--- src/rtl/conv_requant_packer.sv ---
// rtl/conv_requant_packer.sv - requantizes int32 accumulators to int8 and packs 16 lanes per output word
// Optional int8 saturation counter is built when REQUANT_SAT_CNT_EN is defined.
module conv_requant_packer #(
  parameter int DATA_WIDTH = 8,
  parameter int ACC_WIDTH  = 32,
  parameter int BUS_WIDTH  = 128,
  parameter int ADDR_WIDTH = 18
) (
  input  logic                  clk,
  input  logic                  rst,
  input  logic                  start,
  input  logic [ADDR_WIDTH-1:0] cfg_base_addr,
  input  logic [15:0]           cfg_scale,
  input  logic [4:0]            cfg_shift,
  input  logic [1:0]            cfg_act_mode,
  input  logic [DATA_WIDTH-1:0] cfg_clip_max,
  output logic                  busy,
  output logic                  done,
  input  logic                  in_valid,
  output logic                  in_ready,
  input  logic [ACC_WIDTH-1:0]  in_acc,
  input  logic [ACC_WIDTH-1:0]  in_bias,
  input  logic                  in_last,
  output logic                  out_valid,
  input  logic                  out_ready,
  output logic [ADDR_WIDTH-1:0] out_addr,
  output logic [BUS_WIDTH-1:0]  out_data,
  output logic                  out_last,
  output logic [15:0]           sat_count
);
  localparam int LANES  = BUS_WIDTH / DATA_WIDTH;
  localparam int IDX_W  = $clog2(LANES);
  localparam int PROD_W = ACC_WIDTH + 16;
  localparam logic signed [PROD_W-1:0] Q_MAX = PROD_W'((1 << (DATA_WIDTH - 1)) - 1);
  localparam logic signed [PROD_W-1:0] Q_MIN = ~Q_MAX;

  typedef enum logic [1:0] {ST_IDLE, ST_RUN, ST_FLUSH, ST_DONE} state_t;

  state_t state_q, state_d;

  logic [15:0]                  cfg_scale_q, cfg_scale_d;
  logic [4:0]                   cfg_shift_q, cfg_shift_d;
  logic [1:0]                   cfg_mode_q, cfg_mode_d;
  logic signed [DATA_WIDTH-1:0] cfg_clip_q, cfg_clip_d;
  logic [ADDR_WIDTH-1:0]        addr_q, addr_d;

  logic                     s1_valid_q, s1_valid_d;
  logic [ACC_WIDTH-1:0]     s1_b_q, s1_b_d;
  logic                     s1_last_q, s1_last_d;
  logic                     s2_valid_q, s2_valid_d;
  logic signed [PROD_W-1:0] s2_p_q, s2_p_d;
  logic                     s2_last_q, s2_last_d;
  logic                     s3_valid_q, s3_valid_d;
  logic [DATA_WIDTH-1:0]    s3_byte_q, s3_byte_d;
  logic                     s3_last_q, s3_last_d;

  logic [BUS_WIDTH-1:0]  pack_q, pack_d;
  logic [IDX_W-1:0]      idx_q, idx_d;
  logic                  out_valid_q, out_valid_d;
  logic [ADDR_WIDTH-1:0] out_addr_q, out_addr_d;
  logic [BUS_WIDTH-1:0]  out_data_q, out_data_d;
  logic                  out_last_q, out_last_d;

  logic                         stall, accept, out_hs, start_ok, word_done;
  logic [ACC_WIDTH:0]           acc_sum;
  logic [ACC_WIDTH-1:0]         acc_sat;
  logic signed [PROD_W-1:0]     prod, rnd, rounded;
  logic signed [DATA_WIDTH-1:0] q_val, act_val;
  logic [BUS_WIDTH-1:0]         word_next;

  assign stall     = out_valid_q & ~out_ready;
  assign out_hs    = out_valid_q & out_ready;
  assign in_ready  = (state_q == ST_RUN) & ~stall;
  assign accept    = in_valid & in_ready;
  assign start_ok  = start & (state_q == ST_IDLE);
  assign busy      = (state_q != ST_IDLE);
  assign done      = (state_q == ST_DONE);
  assign out_valid = out_valid_q;
  assign out_addr  = out_addr_q;
  assign out_data  = out_data_q;
  assign out_last  = out_last_q;

  always_ff @(posedge clk) begin
    if (rst) state_q <= ST_IDLE;
    else     state_q <= state_d;
  end

  always_comb begin
    state_d = state_q;
    case (state_q)
      ST_IDLE:  if (start) state_d = ST_RUN;
      ST_RUN:   if (accept && in_last) state_d = ST_FLUSH;
      ST_FLUSH: if (out_hs && out_last_q) state_d = ST_DONE;
      ST_DONE:  state_d = ST_IDLE;
      default:  state_d = ST_IDLE;
    endcase
  end

  // Arithmetic: bias add with int32 clamp, scale, rounding shift, int8 clamp, activation.
  always_comb begin
    acc_sum = {in_acc[ACC_WIDTH-1], in_acc} + {in_bias[ACC_WIDTH-1], in_bias};
    acc_sat = acc_sum[ACC_WIDTH-1:0];
    if (acc_sum[ACC_WIDTH] != acc_sum[ACC_WIDTH-1])
      acc_sat = {acc_sum[ACC_WIDTH], {(ACC_WIDTH-1){~acc_sum[ACC_WIDTH]}}};

    // Low PROD_W bits of the product are exact since |b * scale| < 2^47.
    prod = {{(PROD_W-ACC_WIDTH){s1_b_q[ACC_WIDTH-1]}}, s1_b_q} * {{ACC_WIDTH{1'b0}}, cfg_scale_q};

    rnd     = (cfg_shift_q == 5'd0) ? '0 : (PROD_W'(1) << (cfg_shift_q - 5'd1));
    rounded = (s2_p_q + rnd) >>> cfg_shift_q;

    if (rounded > Q_MAX)      q_val = Q_MAX[DATA_WIDTH-1:0];
    else if (rounded < Q_MIN) q_val = Q_MIN[DATA_WIDTH-1:0];
    else                      q_val = rounded[DATA_WIDTH-1:0];

    act_val = q_val;
    if (cfg_mode_q == 2'b01 || cfg_mode_q == 2'b10) begin
      if (q_val[DATA_WIDTH-1]) act_val = '0;
      if (cfg_mode_q == 2'b10 && act_val > cfg_clip_q) act_val = cfg_clip_q;
    end

    word_next = pack_q;
    word_next[idx_q*DATA_WIDTH +: DATA_WIDTH] = s3_byte_q;
    word_done = s3_valid_q & ((idx_q == IDX_W'(LANES - 1)) | s3_last_q);
  end

  always_comb begin
    cfg_scale_d = cfg_scale_q;
    cfg_shift_d = cfg_shift_q;
    cfg_mode_d  = cfg_mode_q;
    cfg_clip_d  = cfg_clip_q;
    addr_d      = addr_q;
    s1_valid_d  = s1_valid_q;
    s1_b_d      = s1_b_q;
    s1_last_d   = s1_last_q;
    s2_valid_d  = s2_valid_q;
    s2_p_d      = s2_p_q;
    s2_last_d   = s2_last_q;
    s3_valid_d  = s3_valid_q;
    s3_byte_d   = s3_byte_q;
    s3_last_d   = s3_last_q;
    pack_d      = pack_q;
    idx_d       = idx_q;
    out_valid_d = out_valid_q;
    out_addr_d  = out_addr_q;
    out_data_d  = out_data_q;
    out_last_d  = out_last_q;

    if (start_ok) begin
      cfg_scale_d = cfg_scale;
      cfg_shift_d = cfg_shift;
      cfg_mode_d  = cfg_act_mode;
      cfg_clip_d  = cfg_clip_max;
      addr_d      = cfg_base_addr;
      pack_d      = '0;
      idx_d       = '0;
    end

    if (!stall) begin
      s1_valid_d = accept;
      s1_b_d     = acc_sat;
      s1_last_d  = in_last;
      s2_valid_d = s1_valid_q;
      s2_p_d     = prod;
      s2_last_d  = s1_last_q;
      s3_valid_d = s2_valid_q;
      s3_byte_d  = act_val;
      s3_last_d  = s2_last_q;
    end

    if (out_hs) begin
      out_valid_d = 1'b0;
      out_last_d  = 1'b0;
    end

    // A completed word may load on the same edge the previous word leaves.
    if (!stall && s3_valid_q) begin
      if (word_done) begin
        out_valid_d = 1'b1;
        out_data_d  = word_next;
        out_addr_d  = addr_q;
        out_last_d  = s3_last_q;
        addr_d      = addr_q + ADDR_WIDTH'(1);
        pack_d      = '0;
        idx_d       = '0;
      end else begin
        pack_d = word_next;
        idx_d  = idx_q + IDX_W'(1);
      end
    end
  end

  always_ff @(posedge clk) begin
    if (rst) begin
      cfg_scale_q <= '0;
      cfg_shift_q <= '0;
      cfg_mode_q  <= '0;
      cfg_clip_q  <= '0;
      addr_q      <= '0;
      s1_valid_q  <= 1'b0;
      s1_b_q      <= '0;
      s1_last_q   <= 1'b0;
      s2_valid_q  <= 1'b0;
      s2_p_q      <= '0;
      s2_last_q   <= 1'b0;
      s3_valid_q  <= 1'b0;
      s3_byte_q   <= '0;
      s3_last_q   <= 1'b0;
      pack_q      <= '0;
      idx_q       <= '0;
      out_valid_q <= 1'b0;
      out_addr_q  <= '0;
      out_data_q  <= '0;
      out_last_q  <= 1'b0;
    end else begin
      cfg_scale_q <= cfg_scale_d;
      cfg_shift_q <= cfg_shift_d;
      cfg_mode_q  <= cfg_mode_d;
      cfg_clip_q  <= cfg_clip_d;
      addr_q      <= addr_d;
      s1_valid_q  <= s1_valid_d;
      s1_b_q      <= s1_b_d;
      s1_last_q   <= s1_last_d;
      s2_valid_q  <= s2_valid_d;
      s2_p_q      <= s2_p_d;
      s2_last_q   <= s2_last_d;
      s3_valid_q  <= s3_valid_d;
      s3_byte_q   <= s3_byte_d;
      s3_last_q   <= s3_last_d;
      pack_q      <= pack_d;
      idx_q       <= idx_d;
      out_valid_q <= out_valid_d;
      out_addr_q  <= out_addr_d;
      out_data_q  <= out_data_d;
      out_last_q  <= out_last_d;
    end
  end

`ifdef REQUANT_SAT_CNT_EN
  logic [15:0] sat_cnt_q, sat_cnt_d;
  logic        sat_hit;

  // Only the int8 clamp counts; activation clamps are deliberate.
  assign sat_hit = s2_valid_q & ~stall & ((rounded > Q_MAX) | (rounded < Q_MIN));

  always_comb begin
    sat_cnt_d = sat_cnt_q;
    if (start_ok)                              sat_cnt_d = '0;
    else if (sat_hit && sat_cnt_q != 16'hFFFF) sat_cnt_d = sat_cnt_q + 16'd1;
  end

  always_ff @(posedge clk) begin
    if (rst) sat_cnt_q <= '0;
    else     sat_cnt_q <= sat_cnt_d;
  end

  assign sat_count = sat_cnt_q;
`else
  assign sat_count = 16'd0;
`endif

endmodule

--- config.mk ---
export PLATFORM = sky130hd
export DESIGN_NAME = conv_requant_packer
export DESIGN_NICKNAME = d
export VERILOG_FILES = /design/src/rtl/conv_requant_packer.sv
export SDC_FILE = /design/constraint.sdc
export NUM_CORES = 2
export LEC_CHECK = 0
export ABC_AREA = 1
export ABC_CLOCK_PERIOD_IN_PS = 14500
export CORE_ASPECT_RATIO = 1.75
export CORE_UTILIZATION = 37
export CTS_CLUSTER_SIZE = 8
export DETAILED_ROUTE_END_ITERATION = 12
export SLEW_MARGIN = 0
export SYNTH_ARGS = -nofsm -noshare
export SYNTH_HDL_FRONTEND = slang
export SYNTH_SLANG_ARGS = --single-unit
--- constraint.sdc ---
create_clock -name clk -period 14.5 [get_ports clk]
set_clock_uncertainty 0.1 [all_clocks]
set_input_delay 2.9 -clock clk [delete_from_list [all_inputs] [get_ports clk]]
set_output_delay 2.9 -clock clk [all_outputs]
set_load 0.01 [all_outputs]
# Word-level counts from Yosys, hierarchy flattened
# Index checks and enable logic that the tools add are counted.
# word_totals
output_inout_bits	167
register_bits	425
wordCells	95
input_bits	119
# classes
n_eq_ne	10
bitwise_logic	10
multipliers	1
n_shift	4
reduce_logical	12
magnitude_cmp	3
n_addsub	6
mux	28
# op_table
operator	count
$mux W128	3
$bwmux W128	1
$shift A8 B34 Y128 const A	1
$shiftx A8 B34 Y128	1
$mux W18	3
$add A48 B48 Y48	1
$gt A48 B8 Y1 const B	1
$lt A48 B8 Y1 const B	1
$mul A32 B17 Y48	1
$mux W48	1
$shl A1 B5 Y48 const A	1
$sshr A48 B5 Y48	1
$mux W8	5
$neg A7 Y34	1
$add A32 B32 Y33	1
$mux W32	1
$add A18 B1 Y18 const B	1
$mux W4	3
$gt A8 B8 Y1	1
$pmux W2 S4	1
$mux W7	1
$and A1 B1 Y1	6
$eq A2 B2 Y1 const B	3
$mux W1	6
18 further kinds	28

# Longest topological paths before layout
# depth
ltp_word	14
ltp_mapped	54
depth_no_buf	51

# Least setup slack after synthesis
# No wires, ideal clock.
# synth_timing
kind	input to output
from	input out_ready
to	output in_ready
arrival_ps	3577
cell_stages	3
path_buffers	1
slack_ps	7923
t_required_ps	11500
cell_sequence	nor2_1 clkbuf_1 nor2_1
# synth_between
elab_chain_cells	4
# synth_rtl
item	line	text
from (decl)	25	input logic out_ready,
$not A1 Y1	71	assign stall = out_valid_q & ~out_ready;
$and A1 B1 Y1	71	
$not A1 Y1	73	assign in_ready = (state_q == ST_RUN) & ~stall;
$and A1 B1 Y1	73	
to (decl)	20	output logic in_ready,
# No other way between the ends.

# Final worst setup path
# layout_timing
from	register cfg_shift_q[1]
to	register s3_byte_q[4]
# layout_between
elab_chain_cells	14
elab_cells_between_ends	16
classes_between	add/sub (2); order compare (3); shift (2); mux (7); reduce/logical (2)
# layout_rtl
item	line	text
from (decl)	42	logic [4:0] cfg_shift_q, cfg_shift_d;
from (signal assigned)	217	cfg_shift_q <= cfg_shift_d;
$sub A5 B1 Y5	109	rnd = (cfg_shift_q == 5'd0) ? '0 : (PROD_W'(1) << (cfg_shift_q - 5'd1));
$shl A1 B5 Y48	109	
$mux W48	109	
$add A48 B48 Y48	110	rounded = (s2_p_q + rnd) >>> cfg_shift_q;
$sshr A48 B5 Y48 *	110	
$lt A48 B8 Y1	113	else if (rounded < Q_MIN) q_val = Q_MIN[DATA_WIDTH-1:0];
$mux W8	113	
$mux W8 *	112	if (rounded > Q_MAX) q_val = Q_MAX[DATA_WIDTH-1:0];
$mux W7	118	if (q_val[DATA_WIDTH-1]) act_val = '0;
$mux W8	117	if (cfg_mode_q == 2'b01 || cfg_mode_q == 2'b10) begin
$gt A8 B8 Y1	119	if (cfg_mode_q == 2'b10 && act_val > cfg_clip_q) act_val = cfg_clip_q;
$logic_and A1 B1 Y1	119	
$mux W8	119	
$mux W8 *	117	
to (signal assigned)	228	s3_byte_q <= s3_byte_d;
to (decl)	54	logic [DATA_WIDTH-1:0] s3_byte_q, s3_byte_d;
# Every way passes the cells marked *; elsewhere a longest branch is shown, timed or not. The select of a mux whose other input is x is not followed.
# A chain may end at the register's enable or synchronous reset.

==> run_results.csv <==
group,metric,value,unit
grt,grtUsageTotal,26.02,%
clock_network,clk_path_buf_depth,3,
setup_path,crit_path_frequent_cell,"nand2_1",
timing,grt_setup_unrepaired,"no",
detailed_routing,first_pass_iters,9,
timing,period_share,52.39,%
logic_synthesis,synthArstFlopShare,0,%
floorplanning,num_rows,169,
setup_path,cp_data_required_time,14.98,ns
logic_synthesis,yosysWarnings,0,
timing,fmax,131.6,MHz
clock_network,cts_hold_buf,0,
logic_synthesis,avgSynthCellArea,6.700,um2
logic_synthesis,synth-seq-cells,425,
final_layout,final_cell_count_no_fill,8401,
logic_synthesis,syn-instance-count,6747,
clock_network,clock-sinks,425,
setup_path,cp-start-kind,"register",
grt,gr-total-overflow,0,
placement,routabilityCongestion,0.9847,
placement,dp.final_hpwl,126500,um
final_layout,layout_commonest_cell,"nand2_1",
grt,grt_max_degree,102,
clock_network,ctsResizeCount,0,
final_layout,layout_common_cells,"1770 x nand2_1, 1204 x inv_1, 550 x nand3_1, 547 x nor2_1, 486 x fa_1",
pwr,comb_power_share,69.6,%
logic_synthesis,synth-edff-count,0,
logic_synthesis,ys_types,52,
setup_path,worst_setup_path_end_kind,"register",
timing,setup-tns-final,0,ns
hold_path,min_path_type,"reg -> reg",
clock_network,cts_setup_buffers,0,
clock_network,clkSlewWorstSetupHoldPaths,0.05,ns
timing,setup_viol,0,
detailed_routing,drc,0,
timing,period_minus_slack,7.596,ns
logic_synthesis,seq_area_frac_synth,18.82,%
floorplanning,pin_count,286,
pwr,p_leak,24.99,nW
detailed_routing,wl,161800,um
job,cap_violations,0,
logic_synthesis,synth_top_area_share,21.52,%
clock_network,cts-htree-levels,2,
setup_path,cp_slowest_stage_delay,0.60,ns
floorplanning,dieArea,123600,um2
logic_synthesis,synth_flop_cell,"dfxtp_1",
floorplanning,die_x,266.2,um
setup_path,path_buf_inv,8,
setup_path,crit_path_max_fanout,43,
detailed_routing,vias,42750,
pwr,switchingPower,4.946,mW
detailed_routing,via_per_inst,5.089,
timing,slew_viol_final,0,
clock_network,cts_tree,"done",
logic_synthesis,synthTopCellsByArea,"fa_1 22%, dfxtp_1 19%, nand2_1 15%",
setup_path,crit_family,"simple AND/OR/NAND/NOR gates",
placement,dp.cells,8331,
final_layout,fin_nets,7570,
setup_path,cpMaxStageDelayCell,"dfxtp_2",
setup_path,crit_arrival,8.07,ns
logic_synthesis,synth_area_leader_cell,"fa_1",
final_layout,syn2layout_area_growth,11.69,%
outcome,status,"completed",
pwr,vdd_drop_max,0.1486,mV
detailed_routing,first_iter_violations,2842,
grt,grt_pass1_wl,245800,um
pwr,p_seq_share,16.6,%
floorplanning,placeableCoreArea,121200,um2
clock_network,clkLatencyLatePin,0.69,ns
clock_network,cts_buffers,59,
pwr,clkPwrFrac,13.8,%
detailed_routing,avgRoutedWirePerCell,19.26,um
clock_network,cts_root_buf,"clkbuf_16",
floorplanning,start_util,37.31,%
grt,grt_pass1_vias,42670,
floorplanning,die_y,464.4,um
logic_synthesis,syn-cell-area,45200,um2
pwr,p_int,4.253,mW
setup_path,crit_type,"reg -> reg",
placement,portBuffers,269,
grt,antenna_found_initial,2,
detailed_routing,ant_nets,0,
pwr,sw_frac_of_total,53.77,%
final_layout,drive_gt1_share,3.882,%
timing,hold_viol_final,0,
pwr,powerDensity,182.2,nW/um2
timing,max-slew-margin-rel,19.02,%
timing,tightest_slew,1.213,ns
-- worst reg2reg max path, delay by kind of cell (launching register included) --
family,cells,cell delay [ns]
compound gates,3,0.36
fa+ha+maj,2,0.51
buf+inv,8,1.19
flops,1,0.60
simple gates,34,4.71
-- path summary, 6_finish.rpt --
check	endpoint	slack, ns	start	cells past startpoint
worst max-delay path	s3_byte_q[4]	6.90	cfg_shift_q[1]	47
worst min-delay path	pack_q[5]	0.36	pack_q[5]	2
worst max register to register	s3_byte_q[4]	6.90	cfg_shift_q[1]	47
worst min register to register	pack_q[5]	0.36	pack_q[5]	2
-- synthesized netlist by cell type (3+ instances only) --
cell type	n
buf_1	41
nor2_4	3
o211ai_1	28
o21ai_1	16
nor2_2	25
o221ai_1	4
buf_6	3
inv_1	1207
nand2_1	1772
nand3b_1	6
clkinv_1	4
a211oi_1	8
or2_2	8
nor4_1	7
nor3_2	3
a21oi_1	331
a21o_1	4
clkbuf_1	290
a31oi_1	13
xnor2_1	31
nand3_2	37
o21ai_0	410
nand2_2	20
buf_4	21
o31ai_1	6
ha_1	197
nand2_4	4
fa_1	486
nand3_1	550
buf_2	26
nor3_1	25
nand4_1	26
o21bai_1	27
xor2_1	68
inv_2	22
a21boi_1	5
dfxtp_1	425
o21a_1	20
nor2_1	549
a22oi_1	4
-- final cells by class --
cell class | instances | area [um2]
Fill cell | 12810 | 70670
Multi-Input combinational cell | 4724 | 30590
Sequential cell | 425 | 8517
Inverter | 1233 | 4636
Timing Repair Buffer | 325 | 3118
Tap cell | 1624 | 2032
Clock buffer | 63 | 1491
Clock inverter | 4 | 95.09
Antenna cell | 3 | 7.507
-- layer usage --
| layer | vias to the layer above | track usage (%) | wire length [um] |
|---|---|---|---|
| met5 | - | 0 | 0 |
| met1 | 20180 | 26.61 | 56310 |
| li1 | 20620 | - | - |
| met3 | 488 | 3.130 | 7999 |
| met2 | 1467 | 48.74 | 85410 |
| met4 | 0 | 17.69 | 12090 |
-- flip-flops by register name (all words and copies together) (netlist names) --
signal       cells
out_data       128
pack_q         128
s2_p_q          48
s1_b_q          32
addr_q          18
out_addr        18
cfg_scale_q     16
cfg_clip_q       8
s3_byte_q        8
cfg_shift_q      5
idx_q            4
cfg_mode_q       2
state_q          2
out_last         1
out_valid        1
s1_last_q        1
s1_valid_q       1
s2_last_q        1
s2_valid_q       1
s3_last_q        1
s3_valid_q       1
-- kinds of logic after synthesis --
family,synth area share (%)
and+or+nand+nor,28.07
buffers and inverters,13.70
AOI/OAI and AO/OA,10.50
adders and majority gates,26.98
DFF,18.82
xor gates and xnor gates,1.918
other,0.008296
-- power groups by stage --
stage	Clock (mW)	Combinational [mW]	Sequential (mW)
5_1_grt	1.33	7.19	1.53
2_1_floorplan	0	4.62	1.38
3_5_place_dp	0	6.37	1.54
6_report	1.27	6.40	1.53
4_1_cts	1.30	6.40	1.52
3_3_place_gp	0	6.32	1.54
-- metrics by stage --
| stage | area (um2) | util, % | power (mW) | hold slack, ns | worst slack (ns) |
|---|---|---|---|---|---|
| finish | 50490 | 41.67 | 9.199 | 0.3620 | 6.904 |
| global route | 50490 | 41.67 | 10.06 | 0.3745 | 6.145 |
| CTS | 50480 | 41.66 | 9.223 | 0.3637 | 7.016 |
| detailed placement | 48900 | 40.36 | 7.913 | 0.3555 | 6.897 |
| global placement | 48900 | 40.36 | 7.863 | 0.3512 | 6.938 |
| floorplan | 45260 | - | 5.997 | 0.3353 | 7.923 |
(Power assumes the default switching activity.)
